--- src/rtl/tk_sync_4ph_responder_if.sv ---
// Signal bundle for the Teak 4-phase push channel and the clocked valid/ready output stream.
// slave = the responder; master = async environment plus downstream consumer.
interface tk_sync_4ph_responder_if #(
    parameter int WIDTH = 8,
    parameter int DEPTH = 2
);
    localparam int CW = $clog2(DEPTH + 1);

    logic             a_req;
    logic [WIDTH-1:0] a_data;
    logic             a_ack;
    logic             o_valid;
    logic [WIDTH-1:0] o_data;
    logic             o_ready;
    logic [CW-1:0]    o_count;

    modport slave (
        input  a_req, a_data, o_ready,
        output a_ack, o_valid, o_data, o_count
    );

    modport master (
        output a_req, a_data, o_ready,
        input  a_ack, o_valid, o_data, o_count
    );
endinterface

--- src/rtl/tk_sync_4ph_responder.sv ---
// Clocked 4-phase bundled-data responder: synchronises a_req, captures a_data into a FIFO,
// returns a_ack (return-to-zero). Optional statistics ports under macro TK_RESP_STATS_EN.
// Output stream: o_valid/o_data are a registered view; a word transfers on any rising edge
// where o_valid & o_ready, and o_valid/o_data may only change after such a transfer or a push.
module tk_sync_4ph_responder #(
    parameter int WIDTH       = 8,
    parameter int SYNC_STAGES = 2,
    parameter int DEPTH       = 2
) (
    input  logic                    clk,
    input  logic                    reset,
    tk_sync_4ph_responder_if.slave  bus,
`ifdef TK_RESP_STATS_EN
    output logic [15:0]             stat_tokens,
    output logic                    stat_stall,
`endif
    output logic [1:0]              o_dbg_state
);
    localparam int CW = $clog2(DEPTH + 1);
    localparam int PW = (DEPTH > 1) ? $clog2(DEPTH) : 1;

    typedef enum logic [1:0] {
        ST_IDLE  = 2'd0,
        ST_STALL = 2'd1,
        ST_ACKED = 2'd2
    } state_t;

    state_t             r_state;
    state_t             w_state_next;
    logic [SYNC_STAGES-1:0] r_sync;
    logic               w_req_s;
    logic               r_ack;
    logic               w_ack_next;
    logic               w_push;
    logic               w_pop;
    logic               w_full;
    logic [WIDTH-1:0]   r_mem [DEPTH];
    logic [PW-1:0]      r_wr_ptr;
    logic [PW-1:0]      r_rd_ptr;
    logic [PW-1:0]      w_rd_next;
    logic [CW-1:0]      r_count;
    logic [CW-1:0]      w_avail;
    logic               r_valid;
    logic [WIDTH-1:0]   r_data;

    function automatic logic [PW-1:0] ptr_inc(input logic [PW-1:0] p);
        return (p == PW'(DEPTH - 1)) ? '0 : p + PW'(1);
    endfunction

    always_ff @(posedge clk) begin
        if (reset) r_sync <= '0;
        else       r_sync <= {r_sync[SYNC_STAGES-2:0], bus.a_req};
    end

    assign w_req_s = r_sync[SYNC_STAGES-1];
    // Fullness uses the start-of-cycle count, so a simultaneous pop never admits a push.
    assign w_full  = (r_count == CW'(DEPTH));
    assign w_pop   = r_valid & bus.o_ready;

    always_ff @(posedge clk) begin
        if (reset) begin
            r_state <= ST_IDLE;
            r_ack   <= 1'b0;
        end else begin
            r_state <= w_state_next;
            r_ack   <= w_ack_next;
        end
    end

    always_comb begin
        w_state_next = r_state;
        w_ack_next   = r_ack;
        w_push       = 1'b0;
        case (r_state)
            ST_IDLE: begin
                if (w_req_s) begin
                    if (!w_full) begin
                        w_push       = 1'b1;
                        w_ack_next   = 1'b1;
                        w_state_next = ST_ACKED;
                    end else begin
                        w_state_next = ST_STALL;
                    end
                end
            end
            ST_STALL: begin
                if (!w_full) begin
                    w_push       = 1'b1;
                    w_ack_next   = 1'b1;
                    w_state_next = ST_ACKED;
                end
            end
            ST_ACKED: begin
                if (!w_req_s) begin
                    w_ack_next   = 1'b0;
                    w_state_next = ST_IDLE;
                end
            end
            default: begin
                w_ack_next   = 1'b0;
                w_state_next = ST_IDLE;
            end
        endcase
    end

    always_ff @(posedge clk) begin
        if (w_push && !reset) r_mem[r_wr_ptr] <= bus.a_data;
    end

    // A freshly pushed word only becomes visible at the head one cycle after its push.
    assign w_avail   = r_count - CW'(w_pop);
    assign w_rd_next = w_pop ? ptr_inc(r_rd_ptr) : r_rd_ptr;

    always_ff @(posedge clk) begin
        if (reset) begin
            r_wr_ptr <= '0;
            r_rd_ptr <= '0;
            r_count  <= '0;
            r_valid  <= 1'b0;
            r_data   <= '0;
        end else begin
            if (w_push) r_wr_ptr <= ptr_inc(r_wr_ptr);
            r_rd_ptr <= w_rd_next;
            r_count  <= r_count + CW'(w_push) - CW'(w_pop);
            r_valid  <= (w_avail != '0);
            if (w_avail != '0) r_data <= r_mem[w_rd_next];
        end
    end

`ifdef TK_RESP_STATS_EN
    logic w_stall_entry;
    assign w_stall_entry = (r_state != ST_STALL) && (w_state_next == ST_STALL);

    always_ff @(posedge clk) begin
        if (reset) begin
            stat_tokens <= '0;
            stat_stall  <= 1'b0;
        end else begin
            if (w_push)        stat_tokens <= stat_tokens + 16'd1;
            if (w_stall_entry) stat_stall  <= 1'b1;
        end
    end
`endif

    assign bus.a_ack   = r_ack;
    assign bus.o_valid = r_valid;
    assign bus.o_data  = r_data;
    assign bus.o_count = r_count;
    assign o_dbg_state = r_state;
endmodule

--- src/flat_wrapper.sv ---
// flat-port wrapper written by rule: the top's interface ports become plain ports
module tk_sync_4ph_responder_flat 
#(
    parameter int WIDTH       = 8,
    parameter int SYNC_STAGES = 2,
    parameter int DEPTH       = 2
)
  (clk, reset, o_dbg_state, bus_a_req, bus_a_data, bus_o_ready, bus_a_ack, bus_o_valid, bus_o_data, bus_o_count);
  tk_sync_4ph_responder_if #(.WIDTH(WIDTH), .DEPTH(DEPTH)) bus_i ();
  input  logic clk;
  input  logic reset;
  output logic [1:0] o_dbg_state;
  input wire logic [$bits(bus_i.a_req)-1:0] bus_a_req;
  input wire logic [$bits(bus_i.a_data)-1:0] bus_a_data;
  input wire logic [$bits(bus_i.o_ready)-1:0] bus_o_ready;
  output wire logic [$bits(bus_i.a_ack)-1:0] bus_a_ack;
  output wire logic [$bits(bus_i.o_valid)-1:0] bus_o_valid;
  output wire logic [$bits(bus_i.o_data)-1:0] bus_o_data;
  output wire logic [$bits(bus_i.o_count)-1:0] bus_o_count;
  assign bus_i.a_req = bus_a_req;
  assign bus_i.a_data = bus_a_data;
  assign bus_i.o_ready = bus_o_ready;
  assign bus_a_ack = bus_i.a_ack;
  assign bus_o_valid = bus_i.o_valid;
  assign bus_o_data = bus_i.o_data;
  assign bus_o_count = bus_i.o_count;
  tk_sync_4ph_responder #(.WIDTH(WIDTH), .SYNC_STAGES(SYNC_STAGES), .DEPTH(DEPTH)) u_core (.clk(clk), .reset(reset), .bus(bus_i), .o_dbg_state(o_dbg_state));
endmodule
--- config.mk ---
export PLATFORM = sky130hd
export DESIGN_NAME = tk_sync_4ph_responder_flat
export DESIGN_NICKNAME = d
export VERILOG_FILES = /design/src/rtl/tk_sync_4ph_responder_if.sv /design/src/rtl/tk_sync_4ph_responder.sv /design/src/flat_wrapper.sv
export SDC_FILE = /design/constraint.sdc
export NUM_CORES = 1
export LEC_CHECK = 0
export CAP_MARGIN = 20
export CORE_ASPECT_RATIO = 1.1
export CORE_MARGIN = 2
export CORE_UTILIZATION = 30
export CTS_BUF_LIST = sky130_fd_sc_hd__clkbuf_8
export CTS_CLUSTER_DIAMETER = 200
export DETAILED_ROUTE_END_ITERATION = 16
export GPL_ROUTABILITY_DRIVEN = 0
export HOLD_SLACK_MARGIN = 0.03
export PLACE_DENSITY_LB_ADDON = 0.15
export RECOVER_POWER = 25
export SYNTH_ARGS = -nofsm -noshare
export SYNTH_HDL_FRONTEND = slang
export SYNTH_SLANG_ARGS = --single-unit
--- constraint.sdc ---
create_clock -name clk -period 2.2 [get_ports clk]
set_input_delay 0.33 -clock clk [delete_from_list [all_inputs] [get_ports clk]]
set_output_delay 0.33 -clock clk [all_outputs]
set_load 0.02 [all_outputs]
Yosys cells after proc, flatten, opt, wreduce, memory -nomap -nowiden
Memories as Yosys holds them, arrays and structs flattened. A register that Yosys moved wholly into a read port is not among the register bits.
Index checks and enable logic that the tools add are counted.
{ "classes": {"n_eq_ne": 6, "n_addsub": 5, "bitwise_logic": 1, "mux": 17, "n_reduce_logical": 6} }
{ "ops": {"columns": ["op", "n"], "rows": [
  ["$mux W1", 10],
  ["$mux W2", 4],
  ["$pmux W2 S3", 1],
  ["$eq A2 B2 Y1 const B", 2],
  ["$ne A2 B2 Y1 const B", 2],
  ["$sub A2 B1 Y2", 2],
  ["$pmux W1 S3", 1],
  ["$reduce_and A3 Y1", 1],
  ["$add A1 B1 Y1 const B", 2],
  ["$add A2 B1 Y2", 1],
  ["$eq A2 B1 Y1 const B", 1],
  ["$logic_not A2 Y1", 1],
  ["$ne A2 B1 Y1 const B", 1],
  ["$pmux W1 S2", 1],
  ["$reduce_and A2 Y1", 1],
  ["$reduce_bool A2 Y1", 1],
  ["$and A1 B1 Y1", 1],
  ["$logic_and A1 B1 Y1", 1],
  ["$logic_not A1 Y1", 1]
]} }
{ "totals": {"mem_count": 1, "input_bits": 12, "out_inout_bits": 14, "ram_bits": 16, "ff_bits": 10, "wordCells": 43} }
{ "mem_list": {"columns": ["name", "depth", "width", "read_ports", "rd_clocked_by_memory_dff", "write_ports", "line_no", "text"], "rows": [
  ["u_core.r_mem", 2, 8, 1, 1, 1, "tk_sync_4ph_responder.sv:37", "logic [WIDTH-1:0] r_mem [DEPTH];"]
]} }

Longest topological paths before layout
Gate-level depths: netlist (run 1).
{ "depth": {"depth_word": 7, "mapped_depth": 7, "mapped_depth_nobuf": 6} }

Worst setup path before layout (run 1)
OpenSTA, ideal clock, no wires.
{ "synth_path": {"kind": "reg-to-reg", "start": "register u_core.r_state[0], in the netlist u_core.o_dbg_state[0]", "end": "memory u_core.r_mem[0][0], enable pin", "stages_incl_launch_ff": 4, "required_time_ns": 1.805, "arrival_ns": 1.764, "setup_slack_ns": 0.041, "n_path_buf": 0, "setup_time_ns": 0.395, "synth_period_minus_slack_ns": 2.159, "path_cell_list": "dfxtp_1 -> nor2_1 -> or2_2 -> nor4_1"} }
{ "synth_via": {"elab_chain_len": 5, "elab_cells_between_ends": 6, "classes_between": "1 x eq/ne; 3 x mux; 2 x reduce/logical"} }
{ "synth_rtl": {"columns": ["item", "line_no", "text"], "rows": [
  ["start: declaration", "tk_sync_4ph_responder.sv:28", "state_t r_state;"],
  ["start signal: assignment", "tk_sync_4ph_responder.sv:65", "r_state <= w_state_next;"],
  ["$eq A2 B1 Y1 or $logic_not A2 Y1 (tied branches)", "tk_sync_4ph_responder.sv:74", "case (r_state)"],
  ["$pmux W1 S2 (*)", "tk_sync_4ph_responder.sv:74", null],
  ["$logic_and A1 B1 Y1 (*)", "tk_sync_4ph_responder.sv:107", "if (w_push && !reset) r_mem[r_wr_ptr] <= bus.a_data;"],
  ["$mux W1 (*)", "tk_sync_4ph_responder.sv:107", null],
  ["$mux W1 (not written as such) (*)", "tk_sync_4ph_responder.sv:107", null],
  ["end: declaration", "tk_sync_4ph_responder.sv:37", null]
]} }
Mark *: on every way between the ends. The rest lies on a longest branch, timed or not.

Final worst setup path (run 1)
{ "layout_path": {"start": "register u_core.r_state[1], in the netlist u_core.o_dbg_state[1]", "end": "output port o_dbg_state[1]"} }
{ "layout_rtl": {"columns": ["item", "line_no", "text"], "rows": [
  ["end: declaration", "flat_wrapper.sv:12", "output logic [1:0] o_dbg_state;"]
]} }
No word-level cell between the ends.

==> results of run 1 <==
## cell type report
| cell class | count | area share, % |
|---|---|---|
| tap | 52 | 3.96 |
| sequential | 34 | 51.2 |
| inverter | 3 | 0.685 |
| clock inverter | 2 | 0.533 |
| multi-input combinational | 45 | 22.0 |
| clock buffer | 6 | 5.03 |
| timing repair buffer | 28 | 16.6 |
## stage by stage
stage,hold WS [ns],worst slack [ns],utilization (%),power (mW)
final,0.438,0.450,41.8,1.85
after global routing,0.456,0.331,41.8,1.96
after CTS,0.450,0.445,41.8,1.88
after detailed placement,0.431,0.190,39.4,1.41
after global placement,0.432,0.207,39.4,1.41
after floorplan,0.414,0.0409,-,1.16
## kinds of logic (layout without fill, tap and decap cells)
logic type	count (synthesis)	after routing	share of synthesized area, %
flip-flops	34	34	68.7
AND/OR/NAND/NOR	21	21	10.4
AO/OA/AOI/OAI	11	11	7.16
multiplexers	8	8	6.54
buffers and inverters	5	39	1.74
XOR/XNOR	4	4	4.40
adder cells (fa/ha/maj)	1	1	1.02
## cell usage after synthesis
cell / n
inv_1: 3
xnor2_1: 2
dfxtp_1: 18
buf_2: 2
ha_1: 1
nor3_1: 1
nand2b_1: 1
xnor2_4: 1
a211oi_1: 1
and2_4: 1
nand2_1: 1
xor2_1: 1
nor2b_1: 6
nor3_2: 1
a21oi_1: 1
nor4_2: 1
o2bb2ai_1: 8
and3b_1: 1
edfxtp_1: 16
o21ai_0: 1
nor2_1: 6
or2_2: 1
nor4_1: 1
mux2i_1: 8
## power breakdown
part	switching, mW	leakage [nW]	internal, mW
Sequential	0.0583	0.292	0.757
Combinational	0.291	0.277	0.281
Clock	0.211	0.0524	0.247
Total	0.561	0.621	1.29
## path summary, 6_finish.rpt
| check | startpoint | end | cells past startpoint |
|---|---|---|---|
| setup / recovery | u_core.o_dbg_state[1] | o_dbg_state[1] | 1 |
| hold / removal | u_core.r_sync[0] | u_core.r_sync[1] | 1 |
| setup reg to reg | u_core.bus.o_count[1] | u_core.r_mem[1][7] | 3 |
| hold reg to reg | u_core.r_sync[0] | u_core.r_sync[1] | 1 |
## registers in the layout, summed over array words and instances (netlist names)
name                cells
u_core.bus.o_count      2
u_core.r_wr_ptr         1
u_core.bus.o_data       8
u_core.o_dbg_state      2
u_core.r_rd_ptr         1
u_core.r_mem           16
u_core.r_sync           2
u_core.bus.a_ack        1
u_core.bus.o_valid      1
## routing by layer
layer	part of all wire (%)	vias up	wire length, um
met2	48	19	1080
met4	1.8	0	40
met5	0	-	0
met1	46	355	1040
li1	-	369	-
met3	3.9	4	88
==> impl_metrics.yaml, run 1 <==
critical_path:
  setup.worst_path.start_class: "flop"
  arrival_ns: 1.42
  required_ns: 1.87
  path_class: "flop to primary output"
  cpPeakStageDelay_ns: 0.67
  cp_slowest_cell: "clkdlybuf4s50_1"
  path_max_fanout: 7
  cp-end-kind: "primary output"
  cp_top_family: "buffers and inverters"
  worst-path-buf-inv: 1
  rrSetupSlack_ns: 0.58
  worstPathCellList: "clkdlybuf4s50_1"
power_and_ir_drop:
  power_density_nw_per_um2: 1120
  vdd_drop_max_v: 0.000396
  p_leak_nw: 0.621
timing:
  finalMaxSlewViolations: 0
  tns_ns: 0
  finalSetupViolations: 0
  period_share_pct: 79.5
  fmax_mhz: 571
  rsz0062_at_grt: "no"
  worst_pin_slew_ns: 0.429
  final-hold-violation-count: 0
  fin_crit_ns: 1.75
  slew_headroom_pct: 71.4
  fin_skew_ns: 0.00823
cts:
  clockBufferDepth: 2
  cts_tree: "done"
  worst_skew_pair.late_latency_ns: 0.28
  post_cts_resize_count: 0
  cts-root-buf: "clkbuf_8"
  post_cts_buffers: 0
  h-tree-depth: 2
  postCtsHoldBufs: 0
  cts.clk_slew.worst_paths_ns: 0.07
  cts_made_buffers: 5
  cts_sinks: 34
layout:
  multi_input_area_sq_um: 362
  fin_cells: 170
  num_antenna_cells: 0
  final-seq-area_sq_um: 841
  layout_commonest_cell: "dfxtp_1"
  final_area_sq_um: 1640
  layout.cells.most_common_list: "dfxtp_1, clkdlybuf4s50_1, edfxtp_1"
  nets: 130
  syn_to_final_growth_pct: 34.3
  drive_above_1_share_pct: 12.7
  fillers: 379
placement:
  dp_cells: 162
  hpwlAfterDp_um: 1550
  placed_area_sq_um: 1550
  port_buffers: 25
floorplanning:
  placementRows: 24
  design.portCount: 26
  die_w_um: 64.9
  fp.dieH_um: 71.0
  fp.dieArea_sq_um: 4610
  start_util_pct: 31.1
  core_area_sq_um: 3930
drt:
  routedWlPerCell_um: 13.3
  drc: 0
  antenna_left: 0
  drt_first_iter_violations: 26
  dr.pass1.iters: 2
  vias: 747
  via_per_inst: 4.39
  wl_um: 2250
logic_synthesis:
  yosysWarnings: 0
  synthDistinctLibCells: 24
  post-synth-top-area-fraction_pct: 39.3
  synth_area_per_cell_sq_um: 14.6
  netlist_area_sq_um: 1220
  synth_nets: 97
  yosys.area.top_type: "edfxtp_1"
  syn_inst: 84
  ys_seq_area_share_pct: 68.7
  ys_ff_latch: 34
  synth_area_leaders: "edfxtp_1, dfxtp_1, mux2i_1, o2bb2ai_1, nor2b_1"
global_routing:
  antenna_found_initial: 0
  top_usage_layer: "met2"
  met2_usage_pct: 17.2
  overflow: 0
  grt_util_met1_pct: 14.5
  grt_pass1_wl_um: 3850
  grt_pass1_vias: 814
  grtUsageMet3_pct: 3.82
  grt_max_degree: 11
  grt.total_usage_pct: 11.5
run:
  maxCapViolCount: 0
run_status:
  status: "complete, no violations"
hold_path:
  hp-class: "flop to flop"
No activity file was read; power rests on OpenSTA's default activity.
==> run 2, diff against run 1 <==
clock period = 1.6 ns   (was 2.2 ns; I/O delays follow)
==> impl_metrics.yaml, run 2 (synthesis results as in run 1) <==
run_status:
  status: "complete, no violations"
critical_path:
  cp-end-kind: "primary output"
  path_max_fanout: 3
  worst-path-buf-inv: 1
  worstPathCellList: "clkdlybuf4s50_1"
  required_ns: 1.36
  setup.worst_path.start_class: "flop"
  cp_top_family: "buffers and inverters"
  arrival_ns: 1.29
  path_class: "flop to primary output"
  rrSetupSlack_ns: 0.12
  cpPeakStageDelay_ns: 0.62
  cp_slowest_cell: "clkdlybuf4s50_1"
cts:
  cts_sinks: 34
  cts-root-buf: "clkbuf_8"
  post_cts_buffers: 0
  cts_made_buffers: 5
  h-tree-depth: 2
  cts_tree: "done"
  postCtsHoldBufs: 0
  cts.clk_slew.worst_paths_ns: 0.07
  clockBufferDepth: 2
  worst_skew_pair.late_latency_ns: 0.28
drt:
  dr.pass1.iters: 2
  vias: 793
  wl_um: 2200
  routedWlPerCell_um: 12.3
  drc: 0
  antenna_left: 0
  drt_first_iter_violations: 14
  via_per_inst: 4.43
floorplanning:
  fp.dieArea_sq_um: 4610
  core_area_sq_um: 3930
  design.portCount: 26
  fp.dieH_um: 71.0
  die_w_um: 64.9
  start_util_pct: 31.1
  placementRows: 24
global_routing:
  grt.total_usage_pct: 11.5
  grt_pass1_wl_um: 3880
  antenna_found_initial: 0
  grt_pass1_vias: 834
  overflow: 0
  grt_max_degree: 11
timing:
  finalSetupViolations: 0
  finalMaxSlewViolations: 0
  rsz0062_at_grt: "no"
  worst_pin_slew_ns: 0.404
  period_share_pct: 95.7
  fin_crit_ns: 1.53
  fin_skew_ns: 0.00332
  fmax_mhz: 653
  slew_headroom_pct: 73.0
  final-hold-violation-count: 0
layout:
  layout.cells.most_common_list: "dfxtp_1, clkdlybuf4s50_1, edfxtp_1"
  syn_to_final_growth_pct: 41.8
  regMostFlops: "u_core.r_mem"
  utilization_pct: 44.1
  nets: 139
  layout_commonest_cell: "dfxtp_1"
  largest_register_ffs: 16
  drive_above_1_share_pct: 21.3
  fin_cells: 179
  num_antenna_cells: 0
power_and_ir_drop:
  p_leak_nw: 0.674
  vdd_drop_max_v: 0.000544
  power_density_nw_per_um2: 1510
placement:
  dp_cells: 171
  port_buffers: 25
  hpwlAfterDp_um: 1630
run:
  maxCapViolCount: 0
hold_path:
  hp-class: "flop to flop"
run 2: metrics by stage:
stage | hold slack [ns] | power, mW | cell area, sq um | setup slack, ns | TNS, ns
after floorplan | 0.339 | 1.60 | 1240 | 0.0158 | 0
after global placement | 0.427 | 2.01 | 1640 | -0.156 | -2.64
after detailed placement | 0.427 | 2.02 | 1640 | -0.178 | -2.81
after CTS | 0.450 | 2.65 | 1730 | 0.0926 | 0
after global routing | 0.466 | 2.77 | 1740 | 0.0132 | 0
final | 0.444 | 2.61 | 1740 | 0.0694 | 0
run 2: cell type report:
| cell class | count | area, sq um |
|---|---|---|
| Clock inverter | 2 | 8.76 |
| Sequential cell | 34 | 845 |
| Clock buffer | 6 | 82.6 |
| Fill cell | 382 | 2200 |
| Inverter | 3 | 11.3 |
| Tap cell | 52 | 65.1 |
| Timing Repair Buffer | 37 | 339 |
| Multi-Input combinational cell | 45 | 384 |
run 2: where the power goes:
part / switching, mW / internal (mW) / total (mW)
Combinational: 0.422 / 0.451 / 0.873
Sequential: 0.0756 / 1.04 / 1.12
Clock: 0.285 / 0.340 / 0.625
Total: 0.782 / 1.83 / 2.61
run 2: path summary, 6_finish.rpt:
check	startpoint	endpoint	depth (start not counted)
max reg2reg	u_core.o_dbg_state[0]	u_core.r_mem[0][7]	4
min	u_core.r_sync[0]	u_core.r_sync[1]	1
min reg2reg	u_core.r_sync[0]	u_core.r_sync[1]	1
max	u_core.bus.o_count[1]	bus_o_count[1]	1
run 2: what timing repair did:
item                                    4_1_cts  5_1_grt
endpoints found under the hold margin         0        0
endpoints found under the setup margin        1        3
resized for setup                             1        1
run 2: layer usage:
| metal | part of all wire, % | track usage (%) |
|---|---|---|
| met3 | 6.7 | 5.72 |
| met4 | 2.2 | 5.67 |
| met5 | 0 | 0 |
| met2 | 48 | 17.4 |
| met1 | 43 | 13.4 |
==> run 3, diff against run 2 <==
HOLD_SLACK_MARGIN = 0.06   (was 0.03)
==> results of run 3 <==
Final layout, timing and power as in run 2 (identical DEF).
